<file path="config.mk">
export PLATFORM = sky130hd
export DESIGN_NAME = mux_sel_arbiter_flat
export DESIGN_NICKNAME = d
export VERILOG_FILES = /design/src/rtl/mux_sel_arbiter_if.sv /design/src/rtl/mux_sel_arbiter.sv /design/src/flat_wrapper.sv
export SDC_FILE = /design/constraint.sdc
export NUM_CORES = 1
export LEC_CHECK = 0
export ABC_AREA = 1
export CAP_MARGIN = 20
export CORE_MARGIN = 3
export CORE_UTILIZATION = 47
export DETAILED_ROUTE_END_ITERATION = 10
export HOLD_SLACK_MARGIN = 0.05
export PLACE_DENSITY = 0.74
export SLEW_MARGIN = 40
export SYNTH_ARGS = -nofsm -noshare
export SYNTH_HDL_FRONTEND = slang
export SYNTH_SLANG_ARGS = --single-unit
</file>
<file path="constraint.sdc">
create_clock -name clk -period 1.49 [get_ports clk]
set_input_delay 0.3725 -clock clk [delete_from_list [all_inputs] [get_ports clk]]
set_output_delay 0.3725 -clock clk [all_outputs]
set_load 0.005 [all_outputs]
</file>
<file path="src/rtl/mux_sel_arbiter_if.sv">
// Control bundle between the four source units, the arbiter and the downstream consumer.
// Latency: none (wires only); grant/sel are registered inside the arbiter, out_valid is combinational.
// Backpressure: out_ready from the consumer stalls the current owner's beat; no data travels here.
//
// Signals:
//   req[3:0]   per-requester request, held for the whole tenure
//   last[3:0]  per-requester final-beat flag, only the owner's bit matters
//   out_ready  consumer ready
//   grant[3:0] one-hot registered grant, zero while idle
//   sel[1:0]   registered mux select (owner index), holds last owner while idle
//   out_valid  owner is requesting while the arbiter is busy
//   busy       arbiter has an owner
interface mux_sel_arbiter_if;
  logic [3:0] req;
  logic [3:0] last;
  logic       out_ready;
  logic [3:0] grant;
  logic [1:0] sel;
  logic       out_valid;
  logic       busy;

  // Arbiter side.
  modport master (
    input  req,
    input  last,
    input  out_ready,
    output grant,
    output sel,
    output out_valid,
    output busy
  );

  // Source/consumer side.
  modport slave (
    output req,
    output last,
    output out_ready,
    input  grant,
    input  sel,
    input  out_valid,
    input  busy
  );
endinterface

</file>
<file path="src/rtl/mux_sel_arbiter.sv">
// Round-robin arbiter owning the select of a shared 4:1 mux, with a per-tenure burst cap.
// Latency: one cycle from request to grant; back-to-back tenures re-arbitrate with no idle bubble.
// Backpressure: out_ready low stalls the owner; beat count, grant and sel hold until it returns.
//
// Ports:
//   clk, rst_n   rising-edge clock, asynchronous active-low reset
//   bus          mux_sel_arbiter_if.master (req, last, out_ready in; grant, sel, out_valid, busy out)
module mux_sel_arbiter #(
  parameter int MAX_BURST = 4,   // beats per tenure, 1..7
  parameter int CNT_W     = 3    // 2**CNT_W > MAX_BURST
) (
  input  logic               clk,
  input  logic               rst_n,
  mux_sel_arbiter_if.master  bus
);

  typedef enum logic {
    ST_IDLE = 1'b0,
    ST_BUSY = 1'b1
  } state_e;

  state_e           state_q, state_d;
  logic [3:0]       grant_q, grant_d;
  logic [1:0]       sel_q, sel_d;
  logic [1:0]       rr_ptr_q, rr_ptr_d;
  logic [CNT_W-1:0] beat_cnt_q, beat_cnt_d;

  logic       is_busy;
  logic       owner_req;
  logic       out_valid;
  logic       xfer;
  logic       burst_done;
  logic       tenure_end;
  logic [1:0] scan_start;
  logic [1:0] scan_idx;
  logic       win_found;
  logic [1:0] win_idx;

  always_ff @(posedge clk or negedge rst_n) begin
    if (!rst_n) begin
      state_q    <= ST_IDLE;
      grant_q    <= 4'b0000;
      sel_q      <= 2'd0;
      rr_ptr_q   <= 2'd0;
      beat_cnt_q <= '0;
    end else begin
      state_q    <= state_d;
      grant_q    <= grant_d;
      sel_q      <= sel_d;
      rr_ptr_q   <= rr_ptr_d;
      beat_cnt_q <= beat_cnt_d;
    end
  end

  always_comb begin
    is_busy    = (state_q == ST_BUSY);
    owner_req  = bus.req[sel_q];
    out_valid  = is_busy && owner_req;
    xfer       = out_valid && bus.out_ready;
    // Counter holds beats already moved, so this beat is the cap when it reads MAX_BURST-1.
    burst_done = (beat_cnt_q == CNT_W'(MAX_BURST - 1));
    // An owner dropping req aborts the tenure; otherwise it ends on a beat that is last or hits the cap.
    tenure_end = is_busy && (!owner_req || (xfer && (bus.last[sel_q] || burst_done)));

    // From idle the scan starts at the stored pointer; when a tenure ends it starts just past
    // the owner, so the owner is considered last and only wins again if nobody else asks.
    scan_start = is_busy ? (sel_q + 2'd1) : rr_ptr_q;
    win_found  = 1'b0;
    win_idx    = 2'd0;
    scan_idx   = 2'd0;
    for (int i = 0; i < 4; i++) begin
      scan_idx = scan_start + 2'(i);
      if (!win_found && bus.req[scan_idx]) begin
        win_found = 1'b1;
        win_idx   = scan_idx;
      end
    end
  end

  always_comb begin
    state_d    = state_q;
    grant_d    = grant_q;
    sel_d      = sel_q;
    rr_ptr_d   = rr_ptr_q;
    beat_cnt_d = beat_cnt_q;

    case (state_q)
      ST_IDLE: begin
        if (win_found) begin
          state_d    = ST_BUSY;
          grant_d    = 4'b0001 << win_idx;
          sel_d      = win_idx;
          beat_cnt_d = '0;
        end
      end
      ST_BUSY: begin
        if (tenure_end) begin
          rr_ptr_d = sel_q + 2'd1;
          if (win_found) begin
            // Hand over directly; the new owner starts its tenure on the next edge.
            grant_d    = 4'b0001 << win_idx;
            sel_d      = win_idx;
            beat_cnt_d = '0;
          end else begin
            // sel keeps the previous owner while idle.
            state_d = ST_IDLE;
            grant_d = 4'b0000;
          end
        end else if (xfer) begin
          beat_cnt_d = beat_cnt_q + 1'b1;
        end
      end
      default: begin
        state_d = ST_IDLE;
        grant_d = 4'b0000;
      end
    endcase
  end

  assign bus.grant     = grant_q;
  assign bus.sel       = sel_q;
  assign bus.out_valid = out_valid;
  assign bus.busy      = is_busy;

endmodule

</file>
<file path="src/flat_wrapper.sv">
// flat-port wrapper written by rule: the top's interface ports become plain ports
module mux_sel_arbiter_flat 
#(
  parameter int MAX_BURST = 4,                            
  parameter int CNT_W     = 3                           
)
  (clk, rst_n, bus_req, bus_last, bus_out_ready, bus_grant, bus_sel, bus_out_valid, bus_busy);
  mux_sel_arbiter_if bus_i ();
  input  logic clk;
  input  logic rst_n;
  input wire logic [$bits(bus_i.req)-1:0] bus_req;
  input wire logic [$bits(bus_i.last)-1:0] bus_last;
  input wire logic [$bits(bus_i.out_ready)-1:0] bus_out_ready;
  output wire logic [$bits(bus_i.grant)-1:0] bus_grant;
  output wire logic [$bits(bus_i.sel)-1:0] bus_sel;
  output wire logic [$bits(bus_i.out_valid)-1:0] bus_out_valid;
  output wire logic [$bits(bus_i.busy)-1:0] bus_busy;
  assign bus_i.req = bus_req;
  assign bus_i.last = bus_last;
  assign bus_i.out_ready = bus_out_ready;
  assign bus_grant = bus_i.grant;
  assign bus_sel = bus_i.sel;
  assign bus_out_valid = bus_i.out_valid;
  assign bus_busy = bus_i.busy;
  mux_sel_arbiter #(.MAX_BURST(MAX_BURST), .CNT_W(CNT_W)) u_core (.clk(clk), .rst_n(rst_n), .bus(bus_i));
endmodule
</file>
# --- Word level (Yosys, flattened, before mapping) ---
# Cells that the tools add are included.
word_totals:
  in_bits: 11
  mem_count: 0
  wordCells: 71
  ramBits: 0
  latch_bits: 0
  regBits: 12
  out_inout_bits: 8
  rom_bits: 0
classes:
  magnitude_cmp: 5
  addsub: 5
  shift: 1
  mux: 35
  n_eq_ne: 4
  reduce_logical: 15
  n_mul: 0
  bitwise_logic: 1
  div: 0
op_table:
  columns: ["op", "n"]
  rows:
  - ["2-bit by 3-bit < comparator with 1-bit output, second input constant", 5]
  - ["2-bit 2-to-1 mux", 7]
  - ["1-bit binary-select mux with 2-bit select", 6]
  - ["1-bit 2-to-1 mux", 12]
  - ["4-bit 2-to-1 mux", 3]
  - ["3-bit 2-to-1 mux", 3]
  - ["4-bit case mux with 2 select lines", 1]
  - ["1-bit logical AND", 7]
  - ["3-bit case mux with 2 select lines", 1]
  - ["2-bit by 1-bit adder with 2-bit output, second input constant", 2]
  - ["2-bit adder, second input constant", 2]
  - ["1-bit zero test", 4]
  - ["2-bit case mux with 2 select lines", 1]
  - ["2-bit AND reduction", 2]
  - ["1-bit by 2-bit << shifter with 4-bit output, first input constant", 1]
  - ["3-bit by 1-bit adder with 3-bit output, second input constant", 1]
  - ["3-bit by 2-bit == test with 1-bit output, second input constant", 1]
  - ["3-bit inequality test, second input constant", 1]
  - ["1-bit logical OR", 2]
  - ["2-bit by 1-bit inequality test with 1-bit output, second input constant", 1]
  - ["2-bit inequality test, second input constant", 1]
  - ["1-bit case mux with 2 select lines", 1]
  - ["1-bit NOT", 1]

# --- Depth between registers and ports, before layout ---
depth:
  depth_word: 18
  mapped_depth: 16

# --- Least setup slack after synthesis ---
# No wires, ideal clock.
synth_timing:
  kind: "register to register"
  startpoint: "register u_core.state_q (netlist: u_core.bus.busy)"
  endpoint: "register u_core.grant_q[1] (netlist: u_core.bus.grant[1])"
  setup_slack_ns: -0.143
  t_required_ns: 1.374
  synth_period_minus_slack_ns: 1.633
  stages_incl_launch_ff: 13
  path_buffers: 1
  arrival_time_ns: 1.516
  cell_sequence: "dfrtp_1 -> buf_6 -> o21ai_4 -> nand2_1 -> nand2_2 -> nand2_1 -> nand2_2 -> nand3b_1 -> nand3_2 -> nand2_2 -> nor2_2 -> nand2_1 -> nand2_1"
synth_via:
  elab_chain_len: 17
synth_rtl:
  columns: ["item", "line_no", "source"]
  rows:
  - ["start, declared", "mux_sel_arbiter.sv:22", "state_e state_q, state_d;"]
  - ["start signal, assigned", "mux_sel_arbiter.sv:47", "state_q <= state_d;"]
  - ["parallel branches: the longest is 17 deep, another holds 2-bit by 1-bit adder with 2-bit output", null, null]
  - ["end signal, assigned", "mux_sel_arbiter.sv:48", "grant_q <= grant_d;"]
  - ["end, declared", "mux_sel_arbiter.sv:23", "logic [3:0] grant_q, grant_d;"]
# Several ways; the timed one is not identified. The select of a mux whose other input is x is not followed.
# A chain may end at the register's enable or synchronous reset.

# --- Final worst setup path ---
layout_timing:
  startpoint: "register u_core.state_q (netlist: u_core.bus.busy)"
  endpoint: "register u_core.grant_q[0] (netlist: u_core.bus.grant[0])"
# Same word-level chain as after synthesis.

==> impl_metrics.env <==
export IMPL_syn_nets=166
export IMPL_avgSynthCellArea_sq_um=6.90
export IMPL_regToRegStartpoint="u_core.bus.busy"
export IMPL_setup_viol=14
export IMPL_slew_viol_final=0
export IMPL_insertion_delay_ns=0.26
export IMPL_drive_gt1_frac=0.537
export IMPL_grt_total_usage=0.251
export IMPL_fin_crit_sh=1.24
export IMPL_violations="setup timing"
export IMPL_crit_arrival_ns=2.05
export IMPL_clk_pin_slew_ns=0.07
export IMPL_netlist_area_leader_share=0.284
export IMPL_drt_wl_total_mm=3.94
export IMPL_hold_path_class="in2async"
export IMPL_relSlewSlack=0.818
export IMPL_pre_cts_slack_ns=-0.699
export IMPL_fp_dieArea_sq_mm=0.00285
export IMPL_clock_fmax_mhz=543
export IMPL_max_cap_violations=0
export IMPL_period_needed_ns=1.84
export IMPL_final_nets=220
export IMPL_die_x_um=53.4
export IMPL_grt_overflow_total=0
export IMPL_fp_coreArea_sq_mm=0.00204
export IMPL_globalplace_congestion=0.738
export IMPL_antenna_found_initial=0
export IMPL_num_vias=1282
export IMPL_cts_tree="done"
export IMPL_grt_first_pass_wirelength_mm=5.26
export IMPL_required_ns=1.70
export IMPL_grt_pass1_vias=1211
export IMPL_rsz0062_at_grt="true"
export IMPL_final_antenna_net_count=0
export IMPL_grt_start_max_net_pins=13
export IMPL_dr_pass1_iters=4
export IMPL_hpwl_mm=2.22
export IMPL_yosys_area_top_type="dfrtp_1"
export IMPL_cp_max_fo=5
export IMPL_drt_iter0_markers=40
export IMPL_via_per_inst=5.53
export IMPL_fin_ws_ns=-0.352
export IMPL_final_common_cell="nand2_1"
export IMPL_initial_utilization=0.517
export IMPL_synthCells=153
export IMPL_endpoint_kind="register"
export IMPL_status="complete, but fails checks"
export IMPL_area_delta_synth_final_pct=66.5
export IMPL_ys_types=23
export IMPL_row_count=16
export IMPL_rr_worst_depth=10
export IMPL_worstSetupPathType="reg2reg"
export IMPL_wl_per_cell_um=17.0
export IMPL_chipHeight_um=53.4
export IMPL_seq_area_frac_synth=0.284
export IMPL_startpoint_type="register"
export IMPL_timing_reg2reg_setup_slack_ns=-0.35
export IMPL_htreeDepth=1
export IMPL_cts_sink_count=12
export IMPL_syn_area_sq_mm=0.00106
export IMPL_drcViolationCount=0
export IMPL_numCtsBuffers=3
export IMPL_hold_buffers=0
export IMPL_max_slew_worst_pin_slew_ns=0.270
export IMPL_layout_common_cells="nand2_1, buf_4, nand2_2, inv_1"
export IMPL_yosys_top_cells_area="dfrtp_1, nand2_1, nand2_2"
export IMPL_io_pins=19
export IMPL_max_clock_path_buffers=2
export IMPL_worst_clock_skew_ns=0.00168
export IMPL_yosys_warnings=0
export IMPL_root_buffer="clkbuf_4"
export IMPL_diodes=0
export IMPL_port_buffer_count=18
export IMPL_hold_viol=0
export IMPL_ys_ff_latch=12
export IMPL_r2r_end="u_core.bus.grant[0]"
-- per-stage QoR --
step | hold slack [ns] | area (sq um) | util | std cells | TNS (ns)
floorplan | 0.0769 | 1100 | - | 153 | -0.740
global placement | 0.463 | 1470 | 0.718 | 219 | -5.65
detailed placement | 0.477 | 1470 | 0.718 | 219 | -6.35
CTS | 0.409 | 1610 | 0.787 | 227 | -3.30
global route | 0.404 | 1760 | 0.861 | 232 | -5.20
finish | 0.400 | 1760 | 0.861 | 232 | -3.98
-- layout make-up --
type / instances / area, sq um
clock buffer: 3 / 22.5
fill: 116 / 284
inverter: 20 / 90.1
multi-input combinational: 121 / 887
sequential: 12 / 304
tap: 27 / 33.8
timing repair buffer: 49 / 420
-- routing by layer --
layer,part of all wire,wire length [um],GRT usage,up-vias
li1,-,-,-,606
met3,0.034,135,0.0141,21
met5,0,0,0,-
met4,0.037,147,0.0851,0
met2,0.55,2170,0.486,43
met1,0.38,1490,0.284,612
-- repair_timing --
item,CTS,global route
setup endpoints to repair,19,16
setup buffers,3,5
gates cloned,2,0
endpoints found under the hold margin,0,0
pin swaps,13,21
gates resized for setup,39,38
-- worst max path at each step --
stage	start	to	slack (ns)	cells past startpoint
floorplan	u_core.bus.sel[0]	u_core.bus.grant[1]	-0.10	15
global placement	bus_req[2]	bus_out_valid	-0.68	8
detailed placement	bus_req[2]	bus_out_valid	-0.70	8
CTS	u_core.bus.sel[0]	u_core.bus.grant[3]	-0.30	12
global route	u_core.bus.busy	u_core.bus.grant[2]	-0.43	13
finish	u_core.bus.busy	u_core.bus.grant[0]	-0.35	10
-- cell usage after synthesis (all sizes together) --
library cell / n
ha: 2
mux2i: 1
buf: 2
nand3b: 2
nand4: 4
a21oi: 5
nand3: 17
nand2: 63
dfrtp: 12
a31oi: 1
o21ai: 11
nor2: 11
a22oi: 2
inv: 20
-- critical path, stage by stage (launching register included) --
cell and delay [ns]:
dfrtp_1 0.42, buf_6 0.14, o21ai_2 0.26, nand3_2 0.16, nand3_4 0.14, nand2_4 0.09
nand4_1 0.10, nand3_2 0.16, a21oi_1 0.16, nand2_1 0.08, nand2_1 0.07
-- sequential cells by signal, summed over array words and instances, names as in the netlist --
signal and flops:
u_core.bus.busy 1, u_core.beat_cnt_q 3, u_core.bus.grant 4, u_core.rr_ptr_q 2
u_core.bus.sel 2
-- kinds of logic after synthesis --
logic type | share of synthesized area
flip-flops | 0.284
AND/OR/NAND/NOR | 0.479
AO/OA/AOI/OAI | 0.107
buffers and inverters | 0.0971
adder cells (fa/ha/maj) | 0.0237
multiplexers | 0.00948
Power is left out: the tool's default activity adds up to more than one toggle a clock period on the data nets, which glitch-free logic cannot reach.
